`src/rtl/dcs_pkg.sv`:
```
// Shared types for the serial data chain: sample word type and deserializer states.
package dcs_pkg;
   localparam int SAMPLE_W = 8;
   typedef logic signed [SAMPLE_W-1:0] sample_t;
   typedef enum logic [1:0] {DS_IDLE, DS_ALIGN, DS_SHIFT} deser_state_t;
endpackage

```
`src/rtl/deserializer.sv`:
```
// Rebuilds signed MSB-first words from the framed serial bitstream, dropping the
// leading alignment bits and flagging frames that stop mid-word.
module deserializer #(
   parameter int DATA_WIDTH = 8,
   parameter int SKIP_BITS  = 1,
   parameter int CNT_WIDTH  = 16
) (
   input  logic                         clk,
   input  logic                         reset,
   input  logic                         serial_in,
   input  logic                         start_in,
   output logic signed [DATA_WIDTH-1:0] parallel_out,
   output logic                         data_valid,
   output logic                         busy,
   output logic                         frame_error,
   output logic [CNT_WIDTH-1:0]         word_count
);
   import dcs_pkg::*;

   localparam int BCW = $clog2(DATA_WIDTH) + 1;
   localparam logic [BCW-1:0] LAST_BIT   = BCW'(DATA_WIDTH - 1);
   localparam logic [BCW-1:0] ALIGN_LAST = BCW'((SKIP_BITS > 1) ? SKIP_BITS - 1 : 0);

   deser_state_t          state_q, state_d;
   logic [DATA_WIDTH-1:0] shift_q, shift_d;
   logic [BCW-1:0]        bit_cnt_q, bit_cnt_d;
   logic [BCW-1:0]        align_cnt_q, align_cnt_d;
   logic                  done_q, done_d;
   logic                  frame_error_q, frame_error_d;
   logic [DATA_WIDTH-1:0] parallel_q;
   logic                  data_valid_q;
   logic [CNT_WIDTH-1:0]  word_count_q;

   always_comb begin
      state_d       = state_q;
      shift_d       = shift_q;
      bit_cnt_d     = bit_cnt_q;
      align_cnt_d   = align_cnt_q;
      done_d        = 1'b0;
      frame_error_d = 1'b0;
      case (state_q)
         DS_IDLE: begin
            if (start_in) begin
               bit_cnt_d   = '0;
               align_cnt_d = '0;
               // The rising-edge cycle already holds the first alignment bit (or
               // the first data bit when nothing is skipped), so a single skip bit
               // is fully consumed here and ALIGN is only visited for longer runs.
               if (SKIP_BITS == 0) begin
                  shift_d   = {shift_q[DATA_WIDTH-2:0], serial_in};
                  bit_cnt_d = BCW'(1);
                  state_d   = DS_SHIFT;
               end else if (SKIP_BITS == 1) begin
                  state_d = DS_SHIFT;
               end else begin
                  align_cnt_d = BCW'(1);
                  state_d     = DS_ALIGN;
               end
            end
         end
         DS_ALIGN: begin
            if (!start_in) begin
               state_d       = DS_IDLE;
               align_cnt_d   = '0;
               frame_error_d = 1'b1;
            end else if (align_cnt_q == ALIGN_LAST) begin
               align_cnt_d = '0;
               state_d     = DS_SHIFT;
            end else begin
               align_cnt_d = align_cnt_q + BCW'(1);
            end
         end
         DS_SHIFT: begin
            if (!start_in) begin
               state_d       = DS_IDLE;
               frame_error_d = (bit_cnt_q != '0);
               bit_cnt_d     = '0;
               shift_d       = '0;
            end else begin
               shift_d = {shift_q[DATA_WIDTH-2:0], serial_in};
               if (bit_cnt_q == LAST_BIT) begin
                  bit_cnt_d = '0;
                  done_d    = 1'b1;
               end else begin
                  bit_cnt_d = bit_cnt_q + BCW'(1);
               end
            end
         end
         default: state_d = DS_IDLE;
      endcase
   end

   // The completed word sits in shift_q for one cycle before it is published,
   // giving the one-edge output latency after the last data bit.
   always_ff @(posedge clk) begin
      if (reset) begin
         state_q       <= DS_IDLE;
         shift_q       <= '0;
         bit_cnt_q     <= '0;
         align_cnt_q   <= '0;
         done_q        <= 1'b0;
         frame_error_q <= 1'b0;
         parallel_q    <= '0;
         data_valid_q  <= 1'b0;
         word_count_q  <= '0;
      end else begin
         state_q       <= state_d;
         shift_q       <= shift_d;
         bit_cnt_q     <= bit_cnt_d;
         align_cnt_q   <= align_cnt_d;
         done_q        <= done_d;
         frame_error_q <= frame_error_d;
         data_valid_q  <= done_q;
         if (done_q) begin
            parallel_q   <= shift_q;
            word_count_q <= word_count_q + CNT_WIDTH'(1);
         end
      end
   end

   assign parallel_out = parallel_q;
   assign data_valid   = data_valid_q;
   assign busy         = (state_q != DS_IDLE);
   assign frame_error  = frame_error_q;
   assign word_count   = word_count_q;

endmodule
```
`config.mk`:
```
export PLATFORM = sky130hd
export DESIGN_NAME = deserializer
export DESIGN_NICKNAME = d
export VERILOG_FILES = /design/src/rtl/dcs_pkg.sv /design/src/rtl/deserializer.sv
export SDC_FILE = /design/constraint.sdc
export NUM_CORES = 1
export LEC_CHECK = 0
export ABC_AREA = 1
export BUFFER_PORTS_ARGS = -buffer_cell sky130_fd_sc_hd__buf_2
export CAP_MARGIN = 5
export CORE_ASPECT_RATIO = 1.75
export CORE_MARGIN = 10
export CORE_UTILIZATION = 56
export DETAILED_ROUTE_END_ITERATION = 10
export GPL_ROUTABILITY_DRIVEN = 0
export PLACE_DENSITY_LB_ADDON = 0.25
export SYNTH_ARGS = -nofsm -noshare
export SYNTH_HDL_FRONTEND = slang
export SYNTH_SLANG_ARGS = --single-unit
```
`constraint.sdc`:
```
create_clock -name clk -period 3.4 [get_ports clk]
set_input_delay 0.17 -clock clk [delete_from_list [all_inputs] [get_ports clk]]
set_output_delay 0.17 -clock clk [all_outputs]
set_load 0.01 [all_outputs]
```
==> metrics, run 1 <==
Vias/cell=~5.4; IO Pins=31; Die Ht=roughly 93 um; PostCTS Resize Cnt=0; synthesized net count=between 200 and 250; final-report setup violation count=0; multiplexer area fraction after synthesis=0; CTS buffer count=5; largest family of logic cells by synthesized area=simple AND/OR/NAND/NOR gates; # hold bufs at CTS=0; final hold viol count=0; post-detailed-route count of antenna-violating nets=0; Final min period=~1600 ps; critical path's slowest cell=dfxtp_1; clock root buffer master=clkbuf_8; worst path required time=~3600 ps; post-synth cell types=27; status=finished clean; post-synthesis compound-gate area fraction=0.117; Synth Area in XOR/XNOR=0.0103; post-DP HPWL=2660 um; Sw Share=0.248; maximum vdd ir drop=0.000588 V; Synth Cell Area=approximately 1700 um2; core area=about 2900 um2; Adder-Cell Fraction of Synth Area=0.0294; Gate power share=0.089; largest fanout on the critical path=17; Clock Pin Slew Worst Setup and Hold Paths=around 80 ps; CTS Buffer Depth=2; area leader, netlist=dfxtp_1; Clock Skew=3.81 ps; area of the multi-input gates=around 800 um2; Worst Tran Pin Value=between 800 and 900 ps; simple-gate share of the synthesized area=0.315; crit path kind=reg -> reg; WP buf/inv=0; GR Util All Layers=0.140; design area=around 2000 um2; static leakage=0.948 nW; Initial DRC Count=58; pin count of the biggest net entering global routing=36; period utilization=0.458; Final TNS setup=0 ps; Initial Util=0.581; area post-placement=1860 um2; final wirelength=about 3600 um; crit path capture type=flop; CP arrival=between 1500 and 2000 ps; GR Overflow Total=0; chip width=about 60 um; setup repair bufs after CTS=0; CTS sink cnt=40; initial antenna violation count=0; CTS tree=yes; Detailed Routing Iterations Pass 1=4; top-area cell type share of the netlist area=0.471; PwrDens=slightly below 500 nW/um2; relative slew slack=0.425; yosys warns=0; register area=801 um2; CP Launch Type=flop; HP Class=in -> reg; part of the power in registers=0.511; DR DRC count=0; Post-synth EDFFs=0; syn avg cell area=roughly 7.9 um2; fillers=between 200 and 300; Seq cells post-synth=40; Port Buffers=30; total die area=~5700 um2; fmax=approximately 640 MHz; CP most frequent cell=nand2_1; slowest stage delay, CP=roughly 660 ps; first-pass GRT wire length=~6300 um; max_cap viols=0; top_reg_cell synth=dfxtp_1; post-synthesis sequential area ratio=0.471; internal power=between 0.7 and 0.8 mW; final net count=255; vias in the first global route=around 1400; Max Slew Vio Count=0; vias=approximately 1500; Site Rows=26; Top Family by Delay on Critical Path=simple AND/OR/NAND/NOR gates; Mapped Cells=between 200 and 250; H-tree levels=2; Clk pwr share=0.400; FFs w/ async S/R, synth=0; top post-synthesis cells by area=dfxtp_1 47%, nand2_1 7.3%, nor2_1 7.1%; layout cells sized above 1=0.198; DR WL/cell=between 10 and 15 um; Syn-to-layout area delta=15.9%; net switching power=between 0.2 and 0.25 mW; Diodes inserted=0; Skew-Pair Late Insertion Delay=a little under 300 ps; RSZ-0062 raised after global routing=no; critical-path cell list=nand2_1 > nor2_2 > nand2_4 > nor2_4 > nand3_1 > nand2_1 > nor2_1
==> final timing paths <==
check / start / end / slack [ps] / depth (start not counted)
setup reg to reg: done_q / word_count[14] / 1840 / 7
setup / recovery: done_q / word_count[14] / 1840 / 7
hold / removal: serial_in / shift_q[0] / 100 / 3
hold reg to reg: shift_q[0] / shift_q[1] / 480 / 2
==> worst reg2reg max path, delay by kind of cell, from the launching register on <==
kind / cells / cell delay, ps
AND/OR/NAND/NOR: 7 / 800
flip-flops: 1 / 660
==> cells by family after synthesis <==
group,after synthesis
xor gates and xnor gates,2
DFF,40
adders and majority gates,4
buffers and inverters,25
and+or+nand+nor,108
AOI/OAI and AO/OA,37
==> synth_stat cells, types with 3 or more instances <==
cell      count
dfxtp_1      40
nand2_1      33
nor2_1       32
nand3_1      20
inv_1        17
o21ai_0      16
a21oi_1      15
clkbuf_1      5
nor3_1        5
ha_1          4
nor2_4        4
and3_1        3
==> per-stage QoR <==
stage | total power, mW | instances | util | worst slack, ps | hold WS [ps]
final | 0.961 | 276 | 0.673 | 1840 | 101
after global routing | 0.999 | 276 | 0.673 | 1660 | 109
after CTS | 0.969 | 276 | 0.673 | 1820 | 96.3
after detailed placement | 0.587 | 268 | 0.635 | 1830 | 406
after global placement | 0.585 | 268 | 0.635 | 1840 | 400
after floorplan | 0.561 | 216 | - | 2080 | 285
==> placed cells by master, fill, tap and decap left out, drive strengths merged, types with 4 or more instances in the layout <==
master  count
nand3      20
o21ai      16
a21oi      15
nand2      37
dfxtp      40
nor2       38
ha          4
nor3        5
clkbuf      5
inv        17
buf        30
==> power by group through the flow <==
| stage | Sequential (mW) | Clock (mW) | Combinational, mW |
|---|---|---|---|
| floorplan | 0.503 | 0 | 0.0581 |
| global placement | 0.502 | 0 | 0.0828 |
| detailed placement | 0.503 | 0 | 0.0842 |
| CTS | 0.492 | 0.393 | 0.0847 |
| global route | 0.494 | 0.410 | 0.0958 |
| finish | 0.492 | 0.385 | 0.0851 |
==> state kept, by name, summed over array words and instances (netlist names) <==
name          flops
state_q           1
bit_cnt_q         4
word_count       16
parallel_out      8
done_q            1
shift_q           8
frame_error       1
data_valid        1
==> per-layer routing <==
layer / GRT usage / routed length [um] / vias to the layer above
met1: 0.152 / 1460 / 679
li1: - / - / 772
met2: 0.236 / 1850 / 26
met5: 0 / 0 / -
met4: 0.0693 / 96 / 0
met3: 0.0369 / 174 / 8
==> area by class of cell <==
| cell class | count | area share |
|---|---|---|
| multi-input cells | 151 | 0.407 |
| flip-flops and latches | 40 | 0.406 |
| repair buffers | 30 | 0.0762 |
| inverters | 19 | 0.0362 |
| clock buffers | 5 | 0.0349 |
| clock inverters | 3 | 0.0216 |
| well taps | 28 | 0.0178 |
Note: power is estimated with default switching activity, not from simulation.
==> run 2, diff against run 1 <==
--- a/config.mk
+++ b/config.mk
@@ -10,7 +10,7 @@
 export CAP_MARGIN = 5
 export CORE_ASPECT_RATIO = 1.75
 export CORE_MARGIN = 10
-export CORE_UTILIZATION = 56
+export CORE_UTILIZATION = 49
 export DETAILED_ROUTE_END_ITERATION = 10
 export GPL_ROUTABILITY_DRIVEN = 0
 export PLACE_DENSITY_LB_ADDON = 0.25
==> constraint.sdc (replaced) <==
create_clock -name clk -period 1.3 [get_ports clk]
set_input_delay 0.065 -clock clk [delete_from_list [all_inputs] [get_ports clk]]
set_output_delay 0.065 -clock clk [all_outputs]
set_load 0.01 [all_outputs]
==> run 2 against run 1 <==
Compared with the run above: global-route usage down 1.9 points; critical path type unchanged; clock-buffer cell count up 1; sequential power rose to 2.6 times the previous value; sequential cell count unchanged; combinational power rose to 3.0 times the previous value; cell area up 5.2%.
==> metrics, run 2 (same netlist as run 1, synthesis figures left out) <==
status=finished clean (unchanged); layout cells sized above 1=0.252 (was 0.198); vias=1504 (was 1485); final net count=265 (was 255); critical-path cell list=ha_1 > nand2_1 > nor2_4 > nand2_4 > nor2_4 > nand2_1 > and3_1 (was nand2_1 > nor2_2 > nand2_4 > nor2_4 > nand3_1 > nand2_1 > nor2_1); Gate power share=0.106 (was 0.089); CP Launch Type=flop (unchanged); CTS buffer count=5 (unchanged); crit path capture type=flop (unchanged); IO Pins=31 (unchanged); CP arrival=1410 ps (was 1750 ps); total die area=6320 um2 (was 5730 um2); GR Util All Layers=0.121 (was 0.140); fmax=818 MHz (was 642 MHz); register area=805 um2 (was 801 um2); post-DP HPWL=2730 um (was 2660 um); Skew-Pair Late Insertion Delay=290 ps (about the same); CTS tree=yes (unchanged); vias in the first global route=1492 (was 1426); Initial Util=0.506 (was 0.581); CTS sink cnt=40 (unchanged); area of the multi-input gates=817 um2 (was 802 um2); Top Family by Delay on Critical Path=simple AND/OR/NAND/NOR gates (unchanged); slowest stage delay, CP=350 ps (was 660 ps); Initial DRC Count=35 (was 58); GR Overflow Total=0 (unchanged); critical path's slowest cell=dfxtp_1 (unchanged); first-pass GRT wire length=6280 um (was 6330 um); Sw Share=0.256 (was 0.248); worst r2r src=word_count[1] (was done_q); Worst Min Path Start=start_in (was serial_in); clock root buffer master=clkbuf_8 (unchanged); Clk pwr share=0.356 (was 0.400); H-tree levels=2 (unchanged); worst path required time=1490 ps (was 3600 ps); post-detailed-route count of antenna-violating nets=0 (unchanged); Die Ht=97.9 um (was 92.9 um); commonest non-fill, non-tap cell in the layout=dfxtp_1 (unchanged); largest fanout on the critical path=3 (was 17); Clock Skew=2.91 ps (was 3.81 ps); crit path kind=reg -> reg (unchanged); fillers=343 (was 265); number of flip-flops in the largest register=16 (unchanged); final-report setup violation count=0 (unchanged); Clock Pin Slew Worst Setup and Hold Paths=80 ps (about the same); HP Class=in -> reg (unchanged); Detailed Routing Iterations Pass 1=4 (unchanged); max_cap viols=0 (unchanged); DR DRC count=0 (unchanged); Final TNS setup=0 ps (unchanged); net switching power=0.613 mW (was 0.238 mW); pin count of the biggest net entering global routing=20 (was 36); RSZ-0062 raised after global routing=no (unchanged); Diodes inserted=0 (unchanged); worst hold slack=59.5 ps (was 101 ps); most frequent cells in the layout=37 x dfxtp_1, 32 x nand2_1, 32 x nor2_1 (was 40 x dfxtp_1, 33 x nand2_1, 32 x nor2_1); fin worst setup slack=77.1 ps (was 1840 ps); setup repair bufs after CTS=0 (unchanged); Max Slew Vio Count=0 (unchanged); core area=3360 um2 (was 2930 um2); CTS Buffer Depth=2 (unchanged); Syn-to-layout area delta=21.9% (was 15.9%); WP buf/inv=0 (unchanged); Worst Setup SP=word_count[1] (was done_q); Final min period=1220 ps (was 1560 ps); Place WS=71.7 ps (was 1830 ps); Port Buffers=30 (unchanged); period utilization=0.941 (was 0.458); final wirelength=3680 um (was 3580 um); chip width=64.5 um (was 61.7 um); relative slew slack=0.839 (was 0.425); maximum vdd ir drop=0.000966 V (was 0.000588 V); static leakage=0.996 nW (was 0.948 nW); Worst Tran Pin Value=240 ps (was 861 ps); internal power=1.78 mW (was 0.723 mW); initial antenna violation count=0 (unchanged); PwrDens=1150 nW/um2 (was 488 nW/um2); Site Rows=28 (was 26); part of the power in registers=0.538 (was 0.511); final hold viol count=0 (unchanged); Vias/cell=4.96 (was 5.38); DR WL/cell=12.2 um (was 13.0 um)
run 2: final cells by class:
class                   instances  area share
clock inverters                 2     0.00483
multi-input cells             151       0.394
clock buffers                   6      0.0398
repair buffers                 40       0.110
well taps                      45      0.0272
inverters                      19      0.0362
flip-flops and latches         40       0.388
run 2: worst reg2reg max path, cell delays in order, from the launching register on:
cell and delay [ps]:
dfxtp_1 350, ha_1 150, nand2_1 100, nor2_4 160, nand2_4 70, nor2_4 100
nand2_1 50, and3_1 130
run 2: power by group through the flow:
stage | clock [mW] | sequential (mW) | combinational [mW]
after floorplan | 0 | 1.32 | 0.152
final | 0.850 | 1.29 | 0.253
after global routing | 0.910 | 1.29 | 0.284
after CTS | 0.885 | 1.29 | 0.250
after global placement | 0 | 1.31 | 0.243
after detailed placement | 0 | 1.31 | 0.242
run 2: worst paths after layout:
check,endpoint,slack (ps),cells past startpoint
worst max-delay path,word_count[10],80,7
worst min-delay path,frame_error,60,4
worst max register to register,word_count[10],80,7
worst min register to register,shift_q[1],490,2
run 2: repair_timing:
action,in CTS,in global routing
hold endpoints to repair,1,0
hold buffers,1,0
setup endpoints to repair,0,8
resized for setup,0,7
run 2: through the flow:
step	cells	area, um2	util	power (mW)
3_5_place_dp	294	1950	0.580	1.56
2_1_floorplan	216	1700	-	1.47
4_1_cts	303	2050	0.610	2.42
5_1_grt	303	2070	0.616	2.49
3_3_place_gp	294	1950	0.580	1.56
6_report	303	2070	0.616	2.39
run 2: metal layers:
| metal | part of all wire | GRT usage | vias up |
|---|---|---|---|
| met2 | 0.54 | 0.224 | 28 |
| li1 | - | - | 792 |
| met1 | 0.38 | 0.106 | 676 |
| met5 | 0 | 0 | - |
| met3 | 0.055 | 0.0469 | 8 |
| met4 | 0.020 | 0.0662 | 0 |
